## src/rtl/stage_decode.sv

```systemverilog
// rtl/stage_decode.sv - RV32I decode stage: IF/ID register, register file, decoder, load-use hazard detection
module stage_decode #(
  parameter int          XLEN      = 32,
  parameter logic [31:0] NOP_INSTR = 32'h0000_0013
) (
  input  logic            clk,
  input  logic            reset,
  input  logic [31:0]     in_PC,
  input  logic [31:0]     in_instruction,
  input  logic            branch_taken,
  input  logic            ex_mem_read,
  input  logic [4:0]      ex_rd,
  input  logic            wb_reg_write,
  input  logic [4:0]      wb_rd,
  input  logic [XLEN-1:0] wb_data,
  output logic            stall,
  output logic            out_valid,
  output logic [31:0]     out_PC,
  output logic [XLEN-1:0] out_rs1_data,
  output logic [XLEN-1:0] out_rs2_data,
  output logic [31:0]     out_imm,
  output logic [4:0]      out_rs1,
  output logic [4:0]      out_rs2,
  output logic [4:0]      out_rd,
  output logic [6:0]      out_opcode,
  output logic [2:0]      out_funct3,
  output logic [6:0]      out_funct7,
  output logic            out_illegal
);

  localparam logic [6:0] OP_LUI    = 7'b0110111;
  localparam logic [6:0] OP_AUIPC  = 7'b0010111;
  localparam logic [6:0] OP_JAL    = 7'b1101111;
  localparam logic [6:0] OP_JALR   = 7'b1100111;
  localparam logic [6:0] OP_BRANCH = 7'b1100011;
  localparam logic [6:0] OP_LOAD   = 7'b0000011;
  localparam logic [6:0] OP_STORE  = 7'b0100011;
  localparam logic [6:0] OP_IMM    = 7'b0010011;
  localparam logic [6:0] OP_REG    = 7'b0110011;
  localparam logic [6:0] OP_FENCE  = 7'b0001111;
  localparam logic [6:0] OP_SYSTEM = 7'b1110011;

  logic [31:0]     if_pc;
  logic [31:0]     if_instr;
  logic            if_valid;
  logic [XLEN-1:0] rf [0:31];

  logic [6:0]      opcode;
  logic [4:0]      rs1;
  logic [4:0]      rs2;
  logic            rs1_used;
  logic            rs2_used;
  logic            legal;
  logic            load_use;

  // Flush wins over stall; a flushed slot keeps its PC but becomes a bubble.
  always_ff @(posedge clk or posedge reset) begin
    if (reset) begin
      if_pc    <= '0;
      if_instr <= NOP_INSTR;
      if_valid <= 1'b0;
    end else if (branch_taken) begin
      if_instr <= NOP_INSTR;
      if_valid <= 1'b0;
    end else if (!stall) begin
      if_pc    <= in_PC;
      if_instr <= in_instruction;
      if_valid <= 1'b1;
    end
  end

  always_ff @(posedge clk or posedge reset) begin
    if (reset) begin
      for (int i = 0; i < 32; i++) begin
        rf[i] <= '0;
      end
    end else if (wb_reg_write && (wb_rd != 5'd0)) begin
      rf[wb_rd] <= wb_data;
    end
  end

  assign opcode = if_instr[6:0];
  assign rs1    = if_instr[19:15];
  assign rs2    = if_instr[24:20];

  // Same-cycle writeback is forwarded so ID never sees a stale operand.
  always_comb begin
    out_rs1_data = '0;
    if (rs1 != 5'd0) begin
      if (wb_reg_write && (wb_rd == rs1)) out_rs1_data = wb_data;
      else                                out_rs1_data = rf[rs1];
    end
  end

  always_comb begin
    out_rs2_data = '0;
    if (rs2 != 5'd0) begin
      if (wb_reg_write && (wb_rd == rs2)) out_rs2_data = wb_data;
      else                                out_rs2_data = rf[rs2];
    end
  end

  always_comb begin
    out_imm = '0;
    case (opcode)
      OP_LOAD, OP_IMM, OP_JALR:
        out_imm = {{20{if_instr[31]}}, if_instr[31:20]};
      OP_STORE:
        out_imm = {{20{if_instr[31]}}, if_instr[31:25], if_instr[11:7]};
      OP_BRANCH:
        out_imm = {{19{if_instr[31]}}, if_instr[31], if_instr[7],
                   if_instr[30:25], if_instr[11:8], 1'b0};
      OP_LUI, OP_AUIPC:
        out_imm = {if_instr[31:12], 12'b0};
      OP_JAL:
        out_imm = {{11{if_instr[31]}}, if_instr[31], if_instr[19:12],
                   if_instr[20], if_instr[30:21], 1'b0};
      default:
        out_imm = '0;
    endcase
  end

  always_comb begin
    legal = 1'b0;
    case (opcode)
      OP_REG, OP_IMM, OP_LOAD, OP_STORE, OP_BRANCH, OP_JAL,
      OP_JALR, OP_LUI, OP_AUIPC, OP_FENCE, OP_SYSTEM: legal = 1'b1;
      default:                                        legal = 1'b0;
    endcase
  end

  always_comb begin
    rs1_used = 1'b1;
    rs2_used = 1'b0;
    case (opcode)
      OP_LUI, OP_AUIPC, OP_JAL:  rs1_used = 1'b0;
      OP_REG, OP_STORE, OP_BRANCH: rs2_used = 1'b1;
      default: begin
        rs1_used = 1'b1;
        rs2_used = 1'b0;
      end
    endcase
  end

  // The load in EX moves on next cycle, so a load-use stall is one cycle long.
  assign load_use = if_valid && ex_mem_read && (ex_rd != 5'd0) &&
                    ((rs1_used && (ex_rd == rs1)) || (rs2_used && (ex_rd == rs2)));

  assign stall       = load_use && !branch_taken;
  assign out_valid   = if_valid && !stall && !branch_taken;
  assign out_illegal = if_valid && !legal;

  assign out_PC     = if_pc;
  assign out_rs1    = rs1;
  assign out_rs2    = rs2;
  assign out_rd     = if_instr[11:7];
  assign out_opcode = opcode;
  assign out_funct3 = if_instr[14:12];
  assign out_funct7 = if_instr[31:25];

endmodule

```

## config.mk

```make
export PLATFORM = sky130hd
export DESIGN_NAME = stage_decode
export DESIGN_NICKNAME = d
export VERILOG_FILES = /design/src/rtl/stage_decode.sv
export SDC_FILE = /design/constraint.sdc
export NUM_CORES = 2
export LEC_CHECK = 0
export BUFFER_PORTS_ARGS = -buffer_cell sky130_fd_sc_hd__buf_2
export CELL_PAD_IN_SITES_DETAIL_PLACEMENT = 2
export CELL_PAD_IN_SITES_GLOBAL_PLACEMENT = 2
export CORE_MARGIN = 2
export CORE_UTILIZATION = 40
export DETAILED_ROUTE_END_ITERATION = 16
export PLACE_DENSITY = 0.73
export SYNTH_ARGS = -nofsm -noshare
export SYNTH_HDL_FRONTEND = slang
export SYNTH_SLANG_ARGS = --single-unit
export TNS_END_PERCENT = 100
```

## constraint.sdc

```tcl
create_clock -name clk -period 68.3 [get_ports clk]
set_input_delay 6.83 -clock clk [delete_from_list [all_inputs] [get_ports clk]]
set_output_delay 6.83 -clock clk [all_outputs]
set_load 0.005 [all_outputs]
```

# Yosys cells after proc, flatten, opt, wreduce, memory -nomap -nowiden
# Index checks and enable logic that the tools add are counted.
# word_totals
regBits,1089
out_inout_bits,163
# classes
order_cmp,4
eq_ne,16
mux,21
bitwise_logic,5
n_reduce_logical,27
# ops
op,n
$bwmux 1024,1
$mux 32,11
$bmux 32 s5,2
$demux 32 s5,1
$pmux 32 s5,1
$eq 7x7->1 const B,4
$eq 7x6->1 const B,3
$eq 5x5->1,4
$reduce_bool 5->1,4
$ge 6x6->1 const B,3
$not 5->6,3
$eq 7x5->1 const B,2
$logic_and 1x1->1,13
$reduce_or 11->1,1
$reduce_or 3->1,3
$eq 7x2->1 const B,1
$eq 7x4->1 const B,1
$lt 6x1->1 const B,1
$mux 1,5
$logic_not 1->1,3
$ne 2x2->1 const B,1
$not 1->1,2
$reduce_and 2->1,1
$reduce_or 2->1,1
$logic_or 1x1->1,1

# Longest topological paths before layout
# logic_depth
ltp_word,10
depth_mapped,9
mapped_depth_nobuf,5

# Worst setup path after synthesis
# No wires, ideal clock.
# synth_path
kind,input to output
from,input ex_rd[1]
to,output out_valid
arrival_time_ps,8432
required_ps,61470
path_slack_ps,53038
path_stages,6
path_cell_list,or4_1 o211ai_1 nor4_2 nor3_4 buf_2 and2_1
# synth_via
elab_chain_len,8
elab_cells_between_ends,12
# synth_lines
element,line_no,text
"start, declared",12,"input logic [4:0] ex_rd,"
$eq 5x5->1,147,((rs1_used && (ex_rd == rs1)) || (rs2_used && (ex_rd == rs2)));
$logic_and 1x1->1,147,
$logic_or 1x1->1,147,
$logic_and 1x1->1 (*),146,assign load_use = if_valid && ex_mem_read && (ex_rd != 5'd0) &&
$logic_and 1x1->1 (*),149,assign stall = load_use && !branch_taken;
$logic_not 1->1 (*),150,assign out_valid = if_valid && !stall && !branch_taken;
$logic_and 1x1->1 (*) (2 in a row),150,
"end, declared",17,"output logic out_valid,"
# Every way passes the cells marked *; elsewhere a longest branch is shown, timed or not.

# Worst setup path in the final report
# layout_path
from,input wb_rd[1]
to,output out_rs2_data[3]
# layout_via
elab_chain_len,4
# layout_lines
element,line_no,text
"start, declared",14,"input logic [4:0] wb_rd,"
$eq 5x5->1,98,if (wb_reg_write && (wb_rd == rs2)) out_rs2_data = wb_data;
$logic_and 1x1->1,98,
$mux 32,98,
$mux 32,97,if (rs2 != 5'd0) begin
"end, declared",20,"output logic [XLEN-1:0] out_rs2_data,"
# Every way passes these cells.

==> out/results.tsv <==
stage	metric	value	unit
status	outcome	complete, no violations	
timing	RSZ-0062 raised after global routing	no	
logic_synthesis	Avg Cell Area, Syn	14.6	um^2
floorplan	width of the chip	384	um
cts	CTS sink count	1089	
setup_path	Crit path depth	8	
global_route	grt ovf	0	
place	placer congestion estimate	0.823	
flow_run	max-cap violations	0	
timing	achievable clock frequency	0.0604	GHz
finish	final instance area	65100	um^2
global_route	initial antenna violation count	13	
timing	Total Neg Setup Slack	0	ns
timing	minimum clock period	16.55	ns
setup_path	most used cell, CP	buf_2	
routing	per-cell routed wire length	38.4	um
floorplan	Core Footprint	143000	um^2
floorplan	Row Count	139	
cts	setup bufs post-CTS	0	
floorplan	Top Ports	274	
timing	Slew @ Worst Pin	1.35	ns
floorplan	initial core utilization	40.3	%
global_route	largest net degree at the start of global routing	164	
finish	layout cells sized above 1	52.0	%
global_route	GR Util All Layers	31.5	%
timing	period utilization	24.2	%
cts	CTS H-tree depth	4	
setup_path	critical path data required time	61.47	ns
setup_path	peak fanout along the critical path	24	
pwr	P_leak	27.8	nW
global_route	vias in the first global route	43500	
logic_synthesis	Post-Syn Area	57800	um^2
cts	Num CTS Buffers	131	
logic_synthesis	sequential area share after synthesis	47.2	%
cts	# hold bufs at CTS	0	
finish	Post-Layout Cell Count	6031	
timing	final setup fails	0	
setup_path	Worst Setup Path Type	input pin to primary output	
logic_synthesis	Post-synth top cells	dfrtp_1 (1,086), mux2_2 (1,021), mux4_2 (451)	
cts	Skew-Pair Late Insertion Delay	0.78	ns
logic_synthesis	Area contributors post-synth	dfrtp_1 (47%), mux2_2 (20%), mux4_2 (18%)	
routing	1st-iter DRT viols	3718	
place	placed cell areas	60800	um^2
finish	final design utilization	45.4	%
timing	Final Max Slew Viols	0	
routing	total vias in the final route	40000	
setup_path	CP top delay family	simple AND/OR/NAND/NOR gates	
cts	CTS tree	yes	
finish	fin nets	4133	
logic_synthesis	Seq cells post-synth	1089	
worst_hold_path	HP Class	flop to flop	
setup_path	CP max-delay cell	or2_2	
cts	post-CTS sizing	0	
cts	CTS max path bufs	3	
logic_synthesis	Yosys top cell by area	dfrtp_1	
worst_hold_path	Hold Path Cell Cnt	0	
logic_synthesis	Post-synth ARST share	100	%
setup_path	crit-path max cell delay	0.81	ns
global_route	first-pass GRT wire length	331000	um
logic_synthesis	Yosys cell types	69	
setup_path	CP bufs+invs	3	
setup_path	CP Launch Type	input pin	
setup_path	worst r2r path cells	7	
timing	Hold Fails Final Rpt	0	
logic_synthesis	top-area cell type share of the netlist area	47.1	%
place	placed cells	5792	
pwr	Worst VDD drop	20.2	uV
cts	Reg clk slew, reported paths	0.05	ns
routing	iteration count of the initial detailed-routing pass	5	
routing	Vias per Instance	6.64	
floorplan	Die H	384	um
place	pre-CTS setup slack	51.71	ns
logic_synthesis	post-synthesis net count	4065	
routing	Remaining DRCs	0	
timing	Final Skew	0.0256	ns
setup_path	R2R Setup Slk	64.96	ns
pwr	PnR Total Power	1.96	mW
setup_path	Cell Chain, Critical Path	buf_2 -> xnor2_1 -> nand4_1 -> or2_2 -> and2_2 -> buf_4 -> a32o_1 -> buf_2	
timing	Slew Limit Headroom	10.0	%
pwr	Power per Cell Area	30.1	nW/um^2
setup_path	Crit. End Element	primary output	
logic_synthesis	Top FF cell, synth	dfrtp_1	
setup_path	critical path data arrival time	9.72	ns
timing	Hold WS	0.397	ns
floorplan	die area	147000	um^2
finish	Area growth, synth to finish	12.7	%
cts	CTS Root Cell	clkbuf_16	
routing	Antenna Nets Post-Route	0	
timing	Setup WS post-layout	51.75	ns
logic_synthesis	Post-synth EDFFs	0	
place	dpl hpwl	135000	um
routing	total wire length	231000	um
logic_synthesis	most common cell in the netlist	dfrtp_1	
logic_synthesis	Syn Inst Count	3954	
place	IO buf count	273	
logic_synthesis	synth warn	0	
-- cells in the final DEF (no fill, tap or decap), types with 56 or more instances in the layout --
cell type,netlist,layout
a22oi_1,61,61
nor2_1,89,71
buf_2,117,273
dfrtp_1,1086,1076
clkbuf_16,0,132
a21oi_1,58,58
buf_4,22,98
mux2i_1,169,169
o21ai_0,56,56
o22ai_1,78,78
mux4_2,451,451
mux2_2,1021,1021
-- layout make-up --
| class | count | area (um^2) |
|---|---|---|
| Clock inverter | 43 | 433 |
| Sequential cell | 1089 | 27300 |
| Inverter | 7 | 33.8 |
| Fill cell | 13500 | 78400 |
| Timing Repair Buffer | 378 | 2240 |
| Clock buffer | 187 | 3800 |
| Tap cell | 1903 | 2380 |
| Multi-Input combinational cell | 2415 | 28900 |
| Antenna cell | 9 | 22.5 |
-- power by group --
part | switching [mW] | internal, mW | total, mW
Combinational | 0.172 | 0.216 | 0.388
Sequential | 0.0998 | 0.764 | 0.864
Clock | 0.293 | 0.413 | 0.705
Total | 0.565 | 1.39 | 1.96
-- per-layer routing --
layer	up-vias	part of all wire [%]	track usage, %
met3	610	8.2	7.48
li1	15400	-	-
met5	-	0.035	0
met1	22100	40	41.4
met4	14	5.8	16.4
met2	1834	46	48.5
-- worst paths after layout --
kind / to / from
worst max-delay path: out_rs2_data[3] / wb_rd[1]
worst min-delay path: rf[1005] / rf[1005]
worst max register to register: out_PC[6] / if_instr[16]
worst min register to register: rf[1005] / rf[1005]
max in group asynchronous: rf[316] / reset
min in group asynchronous: rf[743] / reset
-- logic make-up (layout without fill, tap and decap cells) --
logic type	count (synthesis)	after routing	synth area share [%]
AOI/OAI and AO/OA	448	448	5.61
xor gates and xnor gates	20	20	0.303
buffers and inverters	450	615	3.36
DFF	1089	1089	47.2
muxes	1683	1683	41.2
other	0	9	0
and+or+nand+nor	264	264	2.30
-- state kept, by name, indices dropped and copies added, names as in the netlist --
signal    cells
if_instr     32
if_valid      1
out_PC       32
rf         1024
Power figures use the tool's default switching activity.
